### src/rtl/fifo_reader_pkg.sv
// ----------------------------------------------------------------------------
// fifo_reader_pkg
// Shared definitions for the FIFO stream reader: output buffer depth, the
// pointer/count type used for it, and a wrap-around pointer increment.
// Ports: none (package).
// ----------------------------------------------------------------------------
package fifo_reader_pkg;

    localparam int BUF_DEPTH = 3;

    typedef logic [1:0] buf_ptr_t;

    // Advance a buffer pointer, wrapping after the last entry.
    function automatic buf_ptr_t ptr_inc(input buf_ptr_t p);
        return (p == buf_ptr_t'(BUF_DEPTH - 1)) ? buf_ptr_t'(0) : buf_ptr_t'(p + 2'd1);
    endfunction

endpackage

### src/rtl/fifo_reader_buf.sv
// ----------------------------------------------------------------------------
// fifo_reader_buf
// Three-entry in-order register buffer holding words returned by the upstream
// FIFO until the stream sink accepts them.  Push and pop may happen in the
// same cycle; the caller guarantees no push when full and no pop when empty.
// Ports:
//   clock, reset      rising-edge clock, synchronous active-high reset
//   push, push_data   append push_data at the tail
//   pop               drop the head entry
//   head              current head word (zero while the buffer is empty)
//   count             number of words held (0..3)
// ----------------------------------------------------------------------------
module fifo_reader_buf
    import fifo_reader_pkg::*;
#(
    parameter int DATA_WIDTH = 8
) (
    input  logic                  clock,
    input  logic                  reset,
    input  logic                  push,
    input  logic [DATA_WIDTH-1:0] push_data,
    input  logic                  pop,
    output logic [DATA_WIDTH-1:0] head,
    output buf_ptr_t              count
);

    logic [DATA_WIDTH-1:0] mem [BUF_DEPTH];
    buf_ptr_t              rd_ptr;
    buf_ptr_t              wr_ptr;

    // Storage carries no reset; only pointers and count are cleared.
    always_ff @(posedge clock) begin
        if (push) begin
            mem[wr_ptr] <= push_data;
        end
    end

    always_ff @(posedge clock) begin
        if (reset) begin
            rd_ptr <= '0;
            wr_ptr <= '0;
            count  <= '0;
        end else begin
            if (push) begin
                wr_ptr <= ptr_inc(wr_ptr);
            end
            if (pop) begin
                rd_ptr <= ptr_inc(rd_ptr);
            end
            count <= count + buf_ptr_t'(push) - buf_ptr_t'(pop);
        end
    end

    // Forcing zero when empty keeps stale storage off the stream after reset.
    assign head = (count != '0) ? mem[rd_ptr] : '0;

endmodule

### src/rtl/fifo_stream_reader.sv
// ----------------------------------------------------------------------------
// fifo_stream_reader
// Drains a synchronous FIFO (one-cycle read latency) into a valid/ready stream
// through a three-entry output buffer.  Reads are issued on credit: a read is
// only started when buffered words plus reads still in flight leave room, so
// the buffer can never overflow and fifoRdEn never depends on mReady.
// Optional statistics counters are built when macro FIFO_READER_STATS_EN is
// defined.
// Ports:
//   clock, reset          rising-edge clock, synchronous active-high reset
//   fifoEmpty             upstream FIFO empty flag
//   fifoRdEn              read strobe to the upstream FIFO
//   fifoRdData            read data, valid the cycle after fifoRdEn
//   mValid, mData, mReady output stream
//   occupancy             words currently held in the output buffer
//   statXfer/statStall/statStarve  transfer, stall and starve cycle counters
//                         (FIFO_READER_STATS_EN only)
// ----------------------------------------------------------------------------
module fifo_stream_reader
    import fifo_reader_pkg::*;
#(
    parameter int DATA_WIDTH = 8,
    parameter int CNT_WIDTH  = 32
) (
    input  logic                  clock,
    input  logic                  reset,
    input  logic                  fifoEmpty,
    output logic                  fifoRdEn,
    input  logic [DATA_WIDTH-1:0] fifoRdData,
    output logic                  mValid,
    output logic [DATA_WIDTH-1:0] mData,
    input  logic                  mReady,
    output logic [1:0]            occupancy
`ifdef FIFO_READER_STATS_EN
    ,
    output logic [CNT_WIDTH-1:0]  statXfer,
    output logic [CNT_WIDTH-1:0]  statStall,
    output logic [CNT_WIDTH-1:0]  statStarve
`endif
);

    buf_ptr_t   count;
    logic [1:0] inflight;
    logic       rd_vld_p1;
    logic [2:0] committed;
    logic       pop;

    assign committed = {1'b0, count} + {1'b0, inflight};

    // Reset gating keeps the strobe low while the upstream FIFO is also held.
    assign fifoRdEn = !reset && !fifoEmpty && (committed < 3'(BUF_DEPTH));

    // ---- stage p1: read data returns one cycle after the strobe ----
    always_ff @(posedge clock) begin
        if (reset) begin
            rd_vld_p1 <= 1'b0;
            inflight  <= '0;
        end else begin
            rd_vld_p1 <= fifoRdEn;
            inflight  <= inflight + 2'(fifoRdEn) - 2'(rd_vld_p1);
        end
    end

    assign mValid    = (count != '0);
    assign pop       = mValid && mReady;
    assign occupancy = count;

    // A word returning during reset is dropped: the buffer ignores it because
    // its pointers and count are held at zero by the same reset.
    fifo_reader_buf #(
        .DATA_WIDTH (DATA_WIDTH)
    ) u_buf (
        .clock     (clock),
        .reset     (reset),
        .push      (rd_vld_p1),
        .push_data (fifoRdData),
        .pop       (pop),
        .head      (mData),
        .count     (count)
    );

`ifdef FIFO_READER_STATS_EN
    always_ff @(posedge clock) begin
        if (reset) begin
            statXfer   <= '0;
            statStall  <= '0;
            statStarve <= '0;
        end else begin
            statXfer   <= statXfer   + CNT_WIDTH'(mValid && mReady);
            statStall  <= statStall  + CNT_WIDTH'(mValid && !mReady);
            statStarve <= statStarve + CNT_WIDTH'(!mValid && mReady);
        end
    end
`endif

endmodule

### config.mk
export PLATFORM = sky130hd
export DESIGN_NAME = fifo_stream_reader
export DESIGN_NICKNAME = d
export VERILOG_FILES = /design/src/rtl/fifo_reader_pkg.sv /design/src/rtl/fifo_reader_buf.sv /design/src/rtl/fifo_stream_reader.sv
export SDC_FILE = /design/constraint.sdc
export NUM_CORES = 1
export LEC_CHECK = 0
export ABC_CLOCK_PERIOD_IN_PS = 2200
export BUFFER_PORTS_ARGS = -buffer_cell sky130_fd_sc_hd__buf_2
export CORE_UTILIZATION = 35
export DETAILED_ROUTE_END_ITERATION = 8
export PLACE_DENSITY = 0.54
export SLEW_MARGIN = 20
export SYNTH_ARGS = -nofsm -noshare
export SYNTH_HDL_FRONTEND = slang
export SYNTH_SLANG_ARGS = --single-unit
### constraint.sdc
create_clock -name clock -period 2.2 [get_ports clock]
set_clock_uncertainty 0.05 [all_clocks]
set_input_delay 0.33 -clock clock [delete_from_list [all_inputs] [get_ports clock]]
set_output_delay 0.33 -clock clock [all_outputs]
set_load 0.02 [all_outputs]
# Word level (Yosys, flattened, before mapping)
# Memories as Yosys holds them, arrays and structs flattened. A register that Yosys moved wholly into a read port is not among the register bits.
# Index checks and enable logic that the tools add are counted.
[word_totals]
regBits = 9
latchBits = 0
mem_bits_rw = 24
mem_bits_ro = 0
input_bits = 12
output_inout_bits = 12
elab_cells = 29
memories = 1
[mem_list]
columns = ["name", "depth", "word_bits", "rd", "rd_ports_with_merged_regs", "wr", "line", "rtl"]
rows = [
  ["u_buf.mem", 3, 8, 1, 1, 1, "fifo_reader_buf.sv:27", "logic [DATA_WIDTH-1:0] mem [BUF_DEPTH];"],
]
[op_classes]
add_sub_neg = 7
multipliers = 0
div_mod_pow = 0
magnitude_cmp = 1
n_eq_ne = 2
shift = 0
mux = 7
n_bitwise = 0
n_reduce_logical = 6
[op_table]
columns = ["op", "count"]
rows = [
  ["2-bit two-way mux", 4],
  ["8-bit two-way mux", 1],
  ["2-bit by 1-bit adder with 2-bit output", 2],
  ["2-bit by 1-bit adder with 2-bit output, second input constant", 2],
  ["2-bit equality test, second input constant", 2],
  ["2-bit by 1-bit subtractor with 2-bit output", 2],
  ["2-bit by 2-bit adder with 3-bit output", 1],
  ["1-bit logical AND", 3],
  ["3-bit by 2-bit less-than comparator with 1-bit output, second input constant", 1],
  ["1-bit logical NOT", 2],
  ["1-bit two-way mux", 2],
  ["2-bit nonzero test", 1],
]

# Depth between registers and ports, before layout
# Gate-level depths: netlist (run 1).
[depth]
word_depth = 5
depth_mapped = 6
ltp_nobuf = 6

# Hierarchy
# A second synthesis (run 1) with hierarchy kept.
[unflattened]
hier_cells = 96
hier_area_um2 = 1445.1
[by_module_without_submodules]
columns = ["mod", "instances", "cells_per_inst", "area_each_um2", "seq_area_each_um2"]
rows = [
  ["fifo_reader_buf", 1, 80, 1255.0, 880.8],
  ["fifo_stream_reader", 1, 16, 190.2, 60.1],
]

# Worst setup path before layout (run 1)
# No wires, ideal clock.
[synth_path]
kind = "flip-flop to flip-flop"
from = "reg u_buf.count[0]"
to = "reg inflight[1]"
arrival_time_ns = 2.983
t_required_ns = 2.086
setup_slack_ns = -0.897
stages_incl_launch_ff = 7
n_path_buf = 0
synth_period_minus_slack_ns = 3.097
cell_sequence = "dfxtp_1 -> ha_1 -> fa_1 -> a2111oi_0 -> ha_1 -> xnor3_1 -> nor2_1"
[synth_via]
elab_chain_len = 5
[synth_lines]
columns = ["element", "line", "rtl"]
rows = [
  ["from (decl)", "fifo_reader_buf.sv:24", "output buf_ptr_t count"],
  ["from (signal assigned)", "fifo_reader_buf.sv:50", "count <= count + buf_ptr_t'(push) - buf_ptr_t'(pop);"],
  ["2-bit by 2-bit adder with 3-bit output", "fifo_stream_reader.sv:48", "assign committed = {1'b0, count} + {1'b0, inflight};"],
  ["3-bit by 2-bit less-than comparator with 1-bit output", "fifo_stream_reader.sv:51", "assign fifoRdEn = !reset && !fifoEmpty && (committed < 3'(BUF_DEPTH));"],
  ["1-bit logical AND", "fifo_stream_reader.sv:51", ""],
  ["named net fifoRdEn", "fifo_stream_reader.sv:28", "output logic fifoRdEn,"],
  ["2-bit by 1-bit adder with 2-bit output", "fifo_stream_reader.sv:60", "inflight <= inflight + 2'(fifoRdEn) - 2'(rd_vld_p1);"],
  ["2-bit by 1-bit subtractor with 2-bit output", "fifo_stream_reader.sv:60", ""],
  ["to (signal assigned)", "fifo_stream_reader.sv:60", ""],
  ["to (decl)", "fifo_stream_reader.sv:43", "logic [1:0] inflight;"],
]
# The timed path passes the listed nets, and every way through them passes these cells.
# A chain may end at the register's enable or synchronous reset.

# Final worst setup path (run 1)
[layout_path]
from = "reg inflight[0]"
to = "out fifoRdEn"
[layout_via]
elab_chain_len = 3
[layout_lines]
columns = ["element", "line"]
rows = [
  ["2-bit by 2-bit adder with 3-bit output", "fifo_stream_reader.sv:48"],
  ["3-bit by 2-bit less-than comparator with 1-bit output", "fifo_stream_reader.sv:51"],
  ["1-bit logical AND", "fifo_stream_reader.sv:51"],
  ["to (decl)", "fifo_stream_reader.sv:28"],
]
# No other way between the ends.

==> results.md, run 1 <==
- Vias in the first global route: just over 900
- Post-place setup slack: between 0.2 and 0.25 ns
- Yosys warns: 0
- Final Max Slew Viols: 0
- Post-synth EDFFs: 24
- CTS clock-pin slew for the worst setup and hold paths: 0.07 ns
- Initial core utilization: 0.373
- Leakage: just over 0.8 nW
- Congestion Overflow GR: 0
- Power consumption: about 0.0022 W
- First-pass GRT wire length: between 4000 and 5000 µm
- Critical Path Start: inflight[0]
- DRC: 0
- DR WL/cell: approximately 14 µm
- Relative max-transition margin: 0.674
- Layout cells sized above 1: 0.435
- Crit path max fanout: 2
- CTS tree: built
- Antenna violations before repair: 0
- Hold-fix buffers, CTS: 0
- Setup ws final: about 0.07 ns
- CP required: roughly 1.8 ns
- Synthesized netlist cell count: slightly below 100
- CP max-delay cell: fa_2
- Standard-cell rows: 23
- Synthesized area per cell: between 15 and 20 µm²
- Most frequent cells in the layout: 24 x edfxtp_1, 22 x buf_2
- Post-Synth Simple-Gate Area: 0.0976
- Die W: 68.0 µm
- Distinct cells, synth: 25
- Pwr/cell area: roughly 1200 nW/µm²
- Area share of fa/ha/maj cells after synthesis: 0.0541
- Status: completed
- Min-delay src: fifoRdData[0]
- Post-route minimum period: about 2.1 ns
- Routed Antenna Nets: 0
- RSZ-0062 raised after global routing: no
- HP Class: in -> reg
- Max-Cap Viols: 0
- Fmax: between 400 and 500 MHz
- Num CTS Buffers: 5
- Seq/Total Area, Yosys: 0.617
- Most common cell after layout, fill and taps aside: edfxtp_1
- Mapped Area: between 1500 and 2000 µm²
- Reg-to-Reg Start: inflight[0]
- Vias per cell: 4.79
- Total GRT Usage: 0.128
- Largest net degree at the start of global routing: 17
- Synth Area in Compound Gates: 0.0820
- CP startpoint kind: register
- Synth Area in XOR/XNOR: 0.0295
- WS Path Type: reg -> out
- Setup TNS: 0 ns
- Yosys reg bits: 35
- Clock Sinks: 35
- Crit-path cells: ha_4 -> fa_2 -> a2111oi_4 -> buf_4
- Via count: roughly 870
- Largest family of logic cells by synthesized area: simple AND/OR/NAND/NOR gates
- Mux cell area share after synthesis: 0.0927
- Peak supply drop: between 0.0005 and 0.0006 V
- Layout area overhead: 21.8%
- Fin util: 0.455
- CP bufs+invs: 1
- Core area: about 4100 µm²
- DIE HEIGHT: around 68 µm
- Final setup fails: 0
- 1st-iter DRT viols: 23
- Clk Latency, worst-skew pair: a little under 0.3 ns
- Syn nets: ~120
- Worst EP arrival: between 1.5 and 2 ns
- Asr flop ratio synth: 0
- Crit end category: output port
- Slew at the pin with the worst max-slew slack: 0.488 ns
- Initial DRT Pass Iterations: 4
- Ys flop type: edfxtp_1
- Fill cells: approximately 370
- Nets: approximately 150
- WL final: 2610 µm
- Post-DP HPWL: about 1800 µm
- Clk buf depth: 2
- H-Tree Depth: 2
- CP peak stage delay: about 0.45 ns
- IO buf count: 23
- Fin. Hold Viols: 0
- # diodes: 0
- Clk root buf: clkbuf_8
- Hold Slack: ~0.19 ns
- Final period utilization: 0.968
- RD Place Congestion: between 0.6 and 0.7
- Die area: 4630 µm²
- Io pins: 24
- Family with the most delay on the worst path: adder cells
-- synthesized netlist by cell type (2+ instances only) --
master,instances,share of area
a2111oi_0,2,0.011
buf_2,3,0.0098
dfxtp_1,11,0.14
edfxtp_1,24,0.47
ha_1,5,0.041
inv_1,4,0.0098
mux2_4,8,0.079
nor2_1,3,0.0074
nor2b_1,5,0.021
o211a_1,8,0.053
o21ba_2,2,0.013
or2b_1,8,0.039
xnor3_1,2,0.030
-- power breakdown --
group / internal (W) / leakage (nW) / switching [W]
Sequential: 0.000806 / 0.310 / 0.0000770
Combinational: 0.000448 / 0.463 / 0.000449
Clock: 0.000220 / 0.0402 / 0.000235
-- worst register-to-register path: cells and delay by family, from the launching register on --
family	cells	cell delay [ns]
buf+inv	1	0.16
xor+xnor	1	0.20
fa+ha+maj	3	0.75
flops	1	0.34
compound gates	1	0.32
simple gates	1	0.09
-- cell type report --
type,count,area (µm²),share of cell area
Clock buffer,5,68.8,0.0370
Clock inverter,3,20.0,0.0108
Inverter,4,15.0,0.00808
Multi-Input combinational cell,54,577,0.310
Sequential cell,35,945,0.508
Tap cell,50,62.6,0.0337
Timing Repair Buffer,30,170,0.0916
-- per-layer routing --
metal / global-route usage / share of wire / vias to the layer above
li1: - / - / 422
met1: 0.142 / 0.43 / 424
met2: 0.203 / 0.52 / 16
met3: 0.0300 / 0.029 / 5
met4: 0.112 / 0.020 / 0
met5: 0 / 0 / -
-- timing repair --
item	in CTS	in global routing
setup buffers	2	0
endpoints found under the setup margin	1	1
resized for setup	4	2
pin swaps	2	2
-- state kept, by name, indices dropped and copies added, names as in the netlist, named ones only --
signal / count
u_buf.mem: 24
inflight: 2
u_buf.count: 2
u_buf.rd_ptr: 2
u_buf.wr_ptr: 2
rd_vld_p1: 1
-- through the flow --
stage          instances  area, µm²
6_report             181       1860
3_3_place_gp         171       1730
5_1_grt              181       1860
3_5_place_dp         171       1730
4_1_cts              181       1850
2_1_floorplan         97       1550
-- logic make-up (layout without fill, tap and decap cells) --
logic type / Yosys count / in the layout
buf+inv: 8 / 42
xor+xnor: 2 / 2
compound gates: 13 / 13
flops: 35 / 35
mux: 10 / 10
fa+ha+maj: 6 / 6
simple gates: 23 / 23
-- worst paths after layout --
check / slack (ns) / cells after the start / endpoint
max: 0.07 / 4 / fifoRdEn
min: 0.19 / 1 / u_buf.mem[2][0]
max reg2reg: 0.24 / 7 / inflight[1]
min reg2reg: 0.47 / 2 / register
Power figures use the tool's default switching activity.
==> inputs of run 2 (changes only) <==
- ABC_AREA: unset -> 1
- ABC_CLOCK_PERIOD_IN_PS: 2200 -> 2750
- GPL_ROUTABILITY_DRIVEN: unset -> 0
- clock period: 2.2 -> 2.75 ns (I/O delays scaled with it)
==> results.md, run 2 <==
- Routed Antenna Nets: 0
- WS Path Type: reg -> out
- RSZ-0062 raised after global routing: no
- Synth area leaders: edfxtp_1 47%, dfxtp_1 14%, nand2_1 8.6%
- Die W: around 68 µm
- Initial core utilization: 0.373
- Max-Cap Viols: 0
- Fill cells: between 400 and 500
- Yosys reg bits: 35
- Setup repair bufs after CTS: 0
- Layout area overhead: 18.0%
- Asr flop ratio synth: 0
- Peak supply drop: between 0.0002 and 0.0003 V
- Flop2flop setup slack: 0.55 ns
- Post-DP HPWL: 1940 µm
- Clk buf depth: 2
- Power consumption: 0.00183 W
- WL final: about 2700 µm
- Reg-to-Reg Start: u_buf.count[0]
- Top reg by flops: u_buf.mem
- Status: completed
- Synthesized area per cell: 9.70 µm²
- Die area: ~4600 µm²
- First-pass GRT wire length: between 4000 and 5000 µm
- CTS clock-pin slew for the worst setup and hold paths: 0.07 ns
- Vias per cell: 4.41
- Layout cells sized above 1: 0.214
- DRC: 0
- Pwr/cell area: between 1000 and 1500 nW/µm²
- Crit path max fanout: 5
- Leakage: a little under 0.9 nW
- Sw frac: 0.372
- H-Tree Depth: 2
- IO buf count: 23
- Mux cell area share after synthesis: 0
- 1st-iter DRT viols: 28
- Slew at the pin with the worst max-slew slack: 0.387 ns
- Total GRT Usage: 0.141
- Seq/Total Area, Yosys: 0.618
- Combinational power share: 0.363
- Standard-cell rows: 23
- Via count: 1044
- Fin. Hold Viols: 0
- Post-route minimum period: between 2 and 3 ns
- DR WL/cell: 11.4 µm
- Num CTS Buffers: 5
- Largest register FFs: 24
- Critical Path Start: u_buf.count[0]
- # resized after CTS: 0
- Switching pwr: 0.000681 W
- Most frequent cell after synthesis: nand2_1
- Area share of fa/ha/maj cells after synthesis: 0.0542
- Final Max Slew Viols: 0
- Synth Area in XOR/XNOR: 0
- Ys flop type: edfxtp_1
- CP required: 2.29 ns
- Syn nets: approximately 180
- Hold-fix buffers, CTS: 0
- Min-delay src: fifoEmpty
- Worst EP arrival: 2.05 ns
- Mapped Area: 1520 µm²
- Fmax: around 400 MHz
- Clk Latency, worst-skew pair: about 0.29 ns
- Relative max-transition margin: 0.742
- Antenna violations before repair: 0
- Post-Synth Simple-Gate Area: 0.218
- Clock Sinks: 35
- Final period utilization: 0.915
- Distinct cells, synth: 19
- Register share of total power: 0.393
- Setup TNS: 0 ns
- Synthesized netlist cell count: 157
- Initial DRT Pass Iterations: 4
- Most frequent cells in the layout: 35 x nand2_1, 26 x inv_1, 24 x nor2_1, 24 x edfxtp_1, 23 x buf_2
- Vias in the first global route: approximately 1000
- Congestion Overflow GR: 0
- Largest net degree at the start of global routing: 17
- Crit end category: output port
- HP Class: in -> reg
- CP startpoint kind: register
- Clk pwr share: 0.244
- Post-synth EDFFs: 24
- Io pins: 24
- Synth cell count leaders: 35 x nand2_1, 26 x inv_1, 24 x edfxtp_1, 24 x nor2_1, 12 x nand3_1
- DIE HEIGHT: 68.0 µm
- Most common cell after layout, fill and taps aside: nand2_1
- # diodes: 0
- Largest area contributor in the netlist: edfxtp_1
- Final setup fails: 0
- Clk root buf: clkbuf_8
- Nets: roughly 200
- Core area: around 4100 µm²
- CTS tree: built
- Yosys top cell area share: 0.473
- Yosys warns: 0
- Largest family of logic cells by synthesized area: simple AND/OR/NAND/NOR gates
- Synth Area in Compound Gates: 0.0222
- P_int: 0.00115 W
## run 2: changes by cell type in the layout (fill, tap and decap cells not counted), sizes merged, moves of 6 or more
cell / before / now
nand2: 1 / 36
mux2: 9 / 0
inv: 4 / 30
buf: 30 / 24
nor2: 3 / 27
nand3: 0 / 12
o211a: 8 / 0
or2b: 8 / 0
## run 2: area by class of cell
cell class	count	area [µm²]	share of cell area
inverters	30	115	0.0641
clock buffers	5	68.8	0.0383
multi-input cells	90	448	0.249
repair buffers	24	123	0.0682
flip-flops and latches	35	941	0.524
well taps	50	62.6	0.0348
clock inverters	3	38.8	0.0216
## run 2: worst paths after layout
path	endpoint	cells past startpoint
worst max-delay path	fifoRdEn	5
worst min-delay path	rd_vld_p1	2
worst max register to register	inflight[1]	10
worst min register to register	u_buf.wr_ptr[1]	2
## run 2: power groups by stage
stage                     logic, W  registers, W  clock network, W
after floorplan           0.000501      0.000724                 0
after global placement    0.000657      0.000728                 0
after detailed placement  0.000677      0.000733                 0
after CTS                 0.000679      0.000721          0.000460
after global routing      0.000769      0.000728          0.000480
final                     0.000665      0.000718          0.000446
## run 2: kinds of logic (layout without fill, tap and decap cells)
family	Yosys count	in the layout
AO/OA/AOI/OAI	6	6
flip-flops	35	35
adder cells (fa/ha/maj)	6	6
AND/OR/NAND/NOR	78	78
buffers and inverters	32	62
## run 2: critical path, stage by stage (launching register included)
cell     delay (ns)
dfxtp_1        0.45
ha_1           0.21
fa_1           0.42
a21oi_1        0.18
nor3b_1        0.28
buf_2          0.22
## run 2: per-layer routing
metal / share of wire / vias to the layer above / GRT usage
met2: 0.51 / 17 / 0.238
met4: 0.018 / 0 / 0.0625
met5: 0 / - / 0
met1: 0.43 / 471 / 0.157
li1: - / 551 / -
met3: 0.042 / 5 / 0.0550
## run 2: stage by stage
step	hold slack, ns	setup WS (ns)	std cells	util	cell area [µm²]
finish	0.248	0.234	237	0.440	1800
global route	0.257	0.0763	237	0.440	1800
CTS	0.240	0.202	237	0.440	1800
detailed placement	0.410	0.544	229	0.413	1690
global placement	0.402	0.615	229	0.413	1690
floorplan	0.388	0.145	157	-	1520
